[src/rtl/sisc_ctrl_ws.sv]
// -----------------------------------------------------------------------------
// sisc_ctrl_ws
//   Multicycle SISC control FSM with a memory wait-state handshake, masked
//   branch conditions, a sticky memory-timeout error and a terminal HALT
//   state. Drives the datapath strobes (PC, RF, ALU, IR, data memory) as a
//   combinational decode of the present state plus the IR/status inputs.
//
//   Optional feature macro: SISC_CTRL_STEP_EN
//     defined   -> extra input 'step'; after WRITEBACK the FSM parks in IDLE
//                  and fetches the next instruction on the first step=1.
//     undefined -> WRITEBACK goes straight back to FETCH; IDLE is unused.
//
// Ports
//   clk        in   1     clock, rising edge
//   rst_f      in   1     asynchronous active-low reset
//   opcode     in   OPW   IR opcode
//   mm         in   OPW   IR condition mask
//   stat       in   CCW   status register condition codes (stat[0] = Z)
//   mem_rdy    in   1     memory completes the current request this cycle
//   step       in   1     single-step pulse (SISC_CTRL_STEP_EN only)
//   rf_we, wb_sel, br_sel, pc_rst, pc_write, pc_sel, ir_load, mem_we,
//   rb_sel     out  1     datapath strobes
//   alu_op     out  ALUW  ALU function select
//   mem_req    out  1     memory request (instruction in FETCH, data in MEM)
//   halted     out  1     FSM is in HALT
//   mem_err    out  1     sticky memory-timeout flag
//   state      out  4     present state encoding (debug)
// -----------------------------------------------------------------------------
module sisc_ctrl_ws #(
  parameter int OPW      = 4,
  parameter int CCW      = 4,
  parameter int ALUW     = 4,
  parameter int WAIT_MAX = 15
) (
  input  logic            clk,
  input  logic            rst_f,
  input  logic [OPW-1:0]  opcode,
  input  logic [OPW-1:0]  mm,
  input  logic [CCW-1:0]  stat,
  input  logic            mem_rdy,
`ifdef SISC_CTRL_STEP_EN
  input  logic            step,
`endif
  output logic            rf_we,
  output logic            wb_sel,
  output logic            br_sel,
  output logic            pc_rst,
  output logic            pc_write,
  output logic            pc_sel,
  output logic            ir_load,
  output logic            mem_we,
  output logic            rb_sel,
  output logic [ALUW-1:0] alu_op,
  output logic            mem_req,
  output logic            halted,
  output logic            mem_err,
  output logic [3:0]      state
);

  typedef enum logic [3:0] {
    ST_START     = 4'd0,
    ST_FETCH     = 4'd1,
    ST_DECODE    = 4'd2,
    ST_EXECUTE   = 4'd3,
    ST_MEM       = 4'd4,
    ST_WRITEBACK = 4'd5,
    ST_HALT      = 4'd6,
    ST_IDLE      = 4'd7
  } state_t;

  // Opcode map (NOOP = 0 needs no constant: it falls into every default).
  localparam logic [OPW-1:0] OP_REG_OP = OPW'(1);
  localparam logic [OPW-1:0] OP_REG_IM = OPW'(2);
  localparam logic [OPW-1:0] OP_BRA    = OPW'(4);
  localparam logic [OPW-1:0] OP_BRR    = OPW'(5);
  localparam logic [OPW-1:0] OP_BNE    = OPW'(6);
  localparam logic [OPW-1:0] OP_BNR    = OPW'(7);
  localparam logic [OPW-1:0] OP_LDA    = OPW'(10);
  localparam logic [OPW-1:0] OP_LDX    = OPW'(11);
  localparam logic [OPW-1:0] OP_STA    = OPW'(12);
  localparam logic [OPW-1:0] OP_STX    = OPW'(13);
  localparam logic [OPW-1:0] OP_HLT    = OPW'(15);

  localparam logic [7:0] WAIT_LIM = 8'(WAIT_MAX);

  // Only the overlapping bits of mask and status take part in a branch test.
  localparam int MW = (OPW < CCW) ? OPW : CCW;

  state_t         state_reg, state_next;
  logic [7:0]     wait_cnt_reg, wait_cnt_next;
  logic           mem_err_reg, mem_err_next;
  logic [MW-1:0]  cc_hit;
  logic           any_hit;
  logic           mm_zero;
  logic           is_load, is_store, is_indexed, is_mem;

  genvar gi;
  generate
    for (gi = 0; gi < MW; gi++) begin : g_cc_hit
      assign cc_hit[gi] = stat[gi] & mm[gi];
    end
  endgenerate

  assign any_hit    = |cc_hit;
  assign mm_zero    = (mm == '0);
  assign is_load    = (opcode == OP_LDA) || (opcode == OP_LDX);
  assign is_store   = (opcode == OP_STA) || (opcode == OP_STX);
  assign is_indexed = (opcode == OP_LDX) || (opcode == OP_STX);
  assign is_mem     = is_load || is_store;

  always_ff @(posedge clk or negedge rst_f) begin
    if (!rst_f) begin
      state_reg    <= ST_START;
      wait_cnt_reg <= '0;
      mem_err_reg  <= 1'b0;
    end else begin
      state_reg    <= state_next;
      wait_cnt_reg <= wait_cnt_next;
      mem_err_reg  <= mem_err_next;
    end
  end

  // wait_cnt_next defaults to zero, so any state that leaves FETCH/MEM (or
  // enters them from elsewhere) starts the next wait window from zero; it
  // only advances while a memory access is stalled.
  always_comb begin
    state_next    = ST_START;
    wait_cnt_next = '0;
    mem_err_next  = mem_err_reg;
    rf_we         = 1'b0;
    wb_sel        = 1'b0;
    br_sel        = 1'b0;
    pc_rst        = 1'b0;
    pc_write      = 1'b0;
    pc_sel        = 1'b0;
    ir_load       = 1'b0;
    mem_we        = 1'b0;
    rb_sel        = 1'b0;
    alu_op        = '0;
    mem_req       = 1'b0;
    halted        = 1'b0;

    case (state_reg)
      ST_START: begin
        pc_rst     = 1'b1;
        pc_write   = 1'b1;
        state_next = ST_FETCH;
      end

      ST_FETCH: begin
        mem_req = 1'b1;
        if (mem_rdy) begin
          ir_load    = 1'b1;
          pc_write   = 1'b1;
          state_next = ST_DECODE;
        end else if (wait_cnt_reg == WAIT_LIM) begin
          mem_err_next = 1'b1;
          state_next   = ST_HALT;
        end else begin
          wait_cnt_next = wait_cnt_reg + 8'd1;
          state_next    = ST_FETCH;
        end
      end

      ST_DECODE: begin
        if (opcode == OP_HLT) begin
          state_next = ST_HALT;
        end else begin
          state_next = ST_EXECUTE;
          if ((opcode == OP_BRA) || (opcode == OP_BRR)) begin
            br_sel = (opcode == OP_BRA);
            if (mm_zero || any_hit) begin
              pc_sel   = 1'b1;
              pc_write = 1'b1;
            end
          end else if ((opcode == OP_BNE) || (opcode == OP_BNR)) begin
            br_sel = (opcode == OP_BNE);
            if (mm_zero || !any_hit) begin
              pc_sel   = 1'b1;
              pc_write = 1'b1;
            end
          end
        end
      end

      ST_EXECUTE: begin
        if (opcode == OP_REG_OP)      alu_op = ALUW'(1);
        else if (opcode == OP_REG_IM) alu_op = ALUW'(3);
        state_next = ST_MEM;
      end

      ST_MEM: begin
        if (opcode == OP_REG_IM) alu_op = ALUW'(2);
        if (is_mem) begin
          // Request and write enable stay up for the whole stall; the
          // memory only commits on the cycle it raises mem_rdy.
          mem_req = 1'b1;
          mem_we  = is_store;
          rb_sel  = is_indexed;
          if (mem_rdy) begin
            state_next = ST_WRITEBACK;
          end else if (wait_cnt_reg == WAIT_LIM) begin
            mem_err_next = 1'b1;
            state_next   = ST_HALT;
          end else begin
            wait_cnt_next = wait_cnt_reg + 8'd1;
            state_next    = ST_MEM;
          end
        end else begin
          state_next = ST_WRITEBACK;
        end
      end

      ST_WRITEBACK: begin
        if ((opcode == OP_REG_OP) || (opcode == OP_REG_IM)) begin
          rf_we = 1'b1;
        end else if (is_load) begin
          rf_we  = 1'b1;
          wb_sel = 1'b1;
          rb_sel = (opcode == OP_LDX);
        end
`ifdef SISC_CTRL_STEP_EN
        state_next = ST_IDLE;
`else
        state_next = ST_FETCH;
`endif
      end

      ST_HALT: begin
        halted     = 1'b1;
        state_next = ST_HALT;
      end

`ifdef SISC_CTRL_STEP_EN
      ST_IDLE: begin
        state_next = step ? ST_FETCH : ST_IDLE;
      end
`endif

      default: begin
        state_next = ST_START;
      end
    endcase
  end

  assign mem_err = mem_err_reg;
  assign state   = state_reg;

endmodule
[config.mk]
export PLATFORM = sky130hd
export DESIGN_NAME = sisc_ctrl_ws
export DESIGN_NICKNAME = d
export VERILOG_FILES = /design/src/rtl/sisc_ctrl_ws.sv
export SDC_FILE = /design/constraint.sdc
export NUM_CORES = 1
export LEC_CHECK = 0
export ABC_AREA = 0
export CAP_MARGIN = 20
export CELL_PAD_IN_SITES_DETAIL_PLACEMENT = 1
export CELL_PAD_IN_SITES_GLOBAL_PLACEMENT = 1
export CORE_MARGIN = 5
export CORE_UTILIZATION = 33
export CTS_BUF_LIST = sky130_fd_sc_hd__clkbuf_4 sky130_fd_sc_hd__clkbuf_8 sky130_fd_sc_hd__clkbuf_16
export CTS_CLUSTER_DIAMETER = 100
export DETAILED_ROUTE_END_ITERATION = 6
export GPL_ROUTABILITY_DRIVEN = 0
export PLACE_DENSITY = 0.92
export SYNTH_ARGS = -nofsm -noshare
export SYNTH_HDL_FRONTEND = slang
export SYNTH_SLANG_ARGS = --single-unit
[constraint.sdc]
create_clock -name clk -period 3.1 [get_ports clk]
set_input_delay 0.465 -clock clk [delete_from_list [all_inputs] [get_ports clk]]
set_output_delay 0.465 -clock clk [all_outputs]
set_load 0.01 [all_outputs]
==> impl_metrics.csv <==
group,metric,value,unit
clocking,hold_buffers,0,
grt,grt_util_met2,24.35,%
sta,period_needed,2.911,ns
critical_path,crit_required,2.63,ns
clocking,cts_buffers,3,
clocking,cts_tree,"done",
cells_and_area,layout.nets,148,
grt,grt_pass1_vias,901,
cells_and_area,largest_reg_flops,8,
floorplanning,die_area,0.003902,mm2
pwr,p_per_area,565.9,mW/mm2
pwr,p_leak,0.5087,nW
synthesis,synth_top_area_share,33.06,%
synthesis,synth_compound_area_share,14.74,%
clocking,clock-sinks,12,
sta,hold_violations,0,
cells_and_area,drive_gt1_share,7.692,%
synthesis,ys_ff_latch,12,
synthesis,synth.area.top_cells,"dfrtp_1, nor2_1, xnor2_1, nor4_1, nand2_1",
pwr,internal_power,0.0004057,W
drt,drc,0,
cells_and_area,fillers,320,
drt,drtIter0Drc,17,
synthesis,async_flop_share,100.0,%
synthesis,synth-simple-area-share,33.20,%
synthesis,synth_area,908.4,um2
synthesis,synth_cell_type_count,40,
pwr,share_seq_of_total_power,35.2,%
min_path,min_path_type,"flip-flop to flip-flop",
clocking,post_cts_buffers,0,
cells_and_area,postLayoutCoreUtil,46.11,%
critical_path,end_kind,"output port",
grt,grt_pass1_wl,4.319,mm
drt,vias_per_cell,5.323,
synthesis,synth_warnings,0,
synthesis,synth_area_per_cell,8.994,um2
drt,drtPass1Iterations,3,
floorplanning,core-area,0.002686,mm2
sta,rsz0062_at_grt,"no",
drt,route.vias.total,857,
status,status,"complete, no violations",
sta,relSlewSlack,63.16,%
grt,grt-ovfl-total,0,
sta,worstMarginPinSlew,0.5509,ns
synthesis,synth_top_family_by_area,"simple AND/OR/NAND/NOR gates",
pwr,switchingPower,0.0002954,W
sta,finClkSkew,0.003777,ns
clocking,insertion_delay,0.26,ns
critical_path,path_buf_inv,2,
grt,antenna_found_initial,0,
sta,worst_hold_slack,0.4844,ns
floorplanning,rows,19,
pwr,comb_power_share,51.6,%
sta,finalCritPeriodShare,93.89,%
cells_and_area,antenna-diode-count,0,
cells_and_area,syn_to_final_growth,36.36,%
grt,grt_busiest_layer,"met2",
grt,grt_max_degree,14,
synthesis,ys_seq_area_share,33.06,%
clocking,cts_resized,0,
pwr,peakVddDrop,403.2,uV
sta,setup_viol,0,
drt,wl_per_cell,16.39,um
floorplanning,boundaryPins,35,
pwr,p_clk_share,13.2,%
place,dp.final_hpwl,2.135,mm
sta,slew_violations,0,
synthesis,synth.largest_area_cell,"dfrtp_1",
synthesis,synth-xor-area-share,9.504,%
grt,use_met1,15.75,%
drt,postRouteAntennaNets,0,
flow_run,cap_violations,0,
critical_path,cp_common_cell,"clkdlybuf4s50_1",
sta,fin_tns_setup,0,ns
synthesis,yosys.area_share.adder,1.377,%
floorplanning,start_util,33.81,%
critical_path,path_max_fanout,6,
critical_path,critPathArrivalTime,2.45,ns
critical_path,path_cells,"clkdlybuf4s50_1 > or2b_1 > nor4_1 > clkdlybuf4s50_1",
critical_path,slowest_stage,"clkdlybuf4s50_1",
synthesis,ys.flop_type,"dfrtp_1",
floorplanning,die_y,62.47,um
synthesis,synth_cells,101,
grt,use_met3,1.978,%
grt,grt.total_usage,13.33,%
clocking,htree_levels,1,
synthesis,synth_edf_count,0,
sta,max_freq,343.6,MHz
clocking,root_buffer,"clkbuf_4",
critical_path,critPathTopFamily,"buffers and inverters",
drt,drt-total-wl,2.638,mm
critical_path,crit_path_start_kind,"input pin",
synthesis,muxShareOfSynthArea,1.102,%
place,io_buffers,31,
clocking,path_clk_slew,0.07,ns
critical_path,critical_path.max_stage_delay,0.63,ns
floorplanning,die_w,62.47,um
critical_path,crit_type,"input pin to output port",
clocking,cts_buffer_depth,2,
pwr,swShare,42.13,%
-- power by group through the flow --
stage / Sequential, W / Clock, W / Combinational (W)
5_1_grt: 0.000254 / 0.000102 / 0.000393
3_3_place_gp: 0.000249 / 0 / 0.000351
3_5_place_dp: 0.000250 / 0 / 0.000362
4_1_cts: 0.000247 / 0.0000942 / 0.000364
2_1_floorplan: 0.000210 / 0 / 0.000234
6_report: 0.000246 / 0.0000928 / 0.000362
-- per-layer routing --
metal,wire [um],share of wire [%],vias up
met5,0,0,-
met4,62,2.4,0
met3,68,2.6,6
met2,1379,52,20
met1,1127,43,420
li1,-,-,411
-- final cells by class --
type | count | area, um2 | area share, %
tap | 31 | 38.79 | 3.131
inverter | 3 | 11.26 | 0.9091
multi-input combinational | 81 | 555.5 | 44.85
timing repair buffer | 31 | 310.3 | 25.05
clock buffer | 3 | 22.52 | 1.818
sequential | 12 | 300.3 | 24.24
-- path summary, 6_finish.rpt --
kind,from,to,slack [ns],depth (start not counted)
worst min-delay path,mem_err$_DFFE_PN0P_,mem_err$_DFFE_PN0P_,0.48,1
worst min register to register,mem_err$_DFFE_PN0P_,mem_err$_DFFE_PN0P_,0.48,1
max in group asynchronous,rst_f,state[1]$_DFF_PN0_,2.18,1
min in group asynchronous,rst_f,wait_cnt_reg[5]$_DFF_PN0_,0.56,1
worst max register to register,wait_cnt_reg[0]$_DFF_PN0_,wait_cnt_reg[4]$_DFF_PN0_,1.34,5
worst max-delay path,opcode[2],mem_we,0.19,4
-- cell usage after synthesis, drive strengths merged (2+ instances only) --
cell type  number
dfrtp          12
nor3            5
nand2b          3
nor3b           3
nand2           9
nor4            6
nor2           12
nand3           2
buf             7
and4            2
o21ai           2
nor2b           2
o21bai          2
and3            4
xnor2           5
xor2            4
inv             3
-- layout by cell type (no fill, tap or decap), types with 3 or more instances in the layout --
master	netlist	routed
xnor2_1	5	5
conb_1	1	3
nand2_1	9	9
clkbuf_4	0	3
inv_1	3	3
nor4_1	6	6
nor2_1	12	12
clkdlybuf4s50_1	0	31
nor3_1	5	5
dfrtp_1	12	12
and3_1	4	4
xor2_1	3	3
-- metrics by stage --
step	setup WS, ns	std cells	total power (W)	cell area [um2]
after floorplan	1.241	103	0.0004436	915.9
after global placement	0.3984	158	0.0005994	1216
after detailed placement	0.2890	158	0.0006116	1216
after CTS	0.2278	161	0.0007051	1239
after global routing	0.1295	161	0.0007490	1239
final	0.1893	161	0.0007010	1239
-- cells by family (layout without fill, tap and decap cells) --
kind of cell | after synthesis | in the layout
other | 1 | 3
muxes | 1 | 1
xor gates and xnor gates | 9 | 9
and+or+nand+nor | 54 | 54
DFF | 12 | 12
AOI/OAI and AO/OA | 13 | 13
adders and majority gates | 1 | 1
buffers and inverters | 10 | 37
Power figures use the tool's default switching activity.
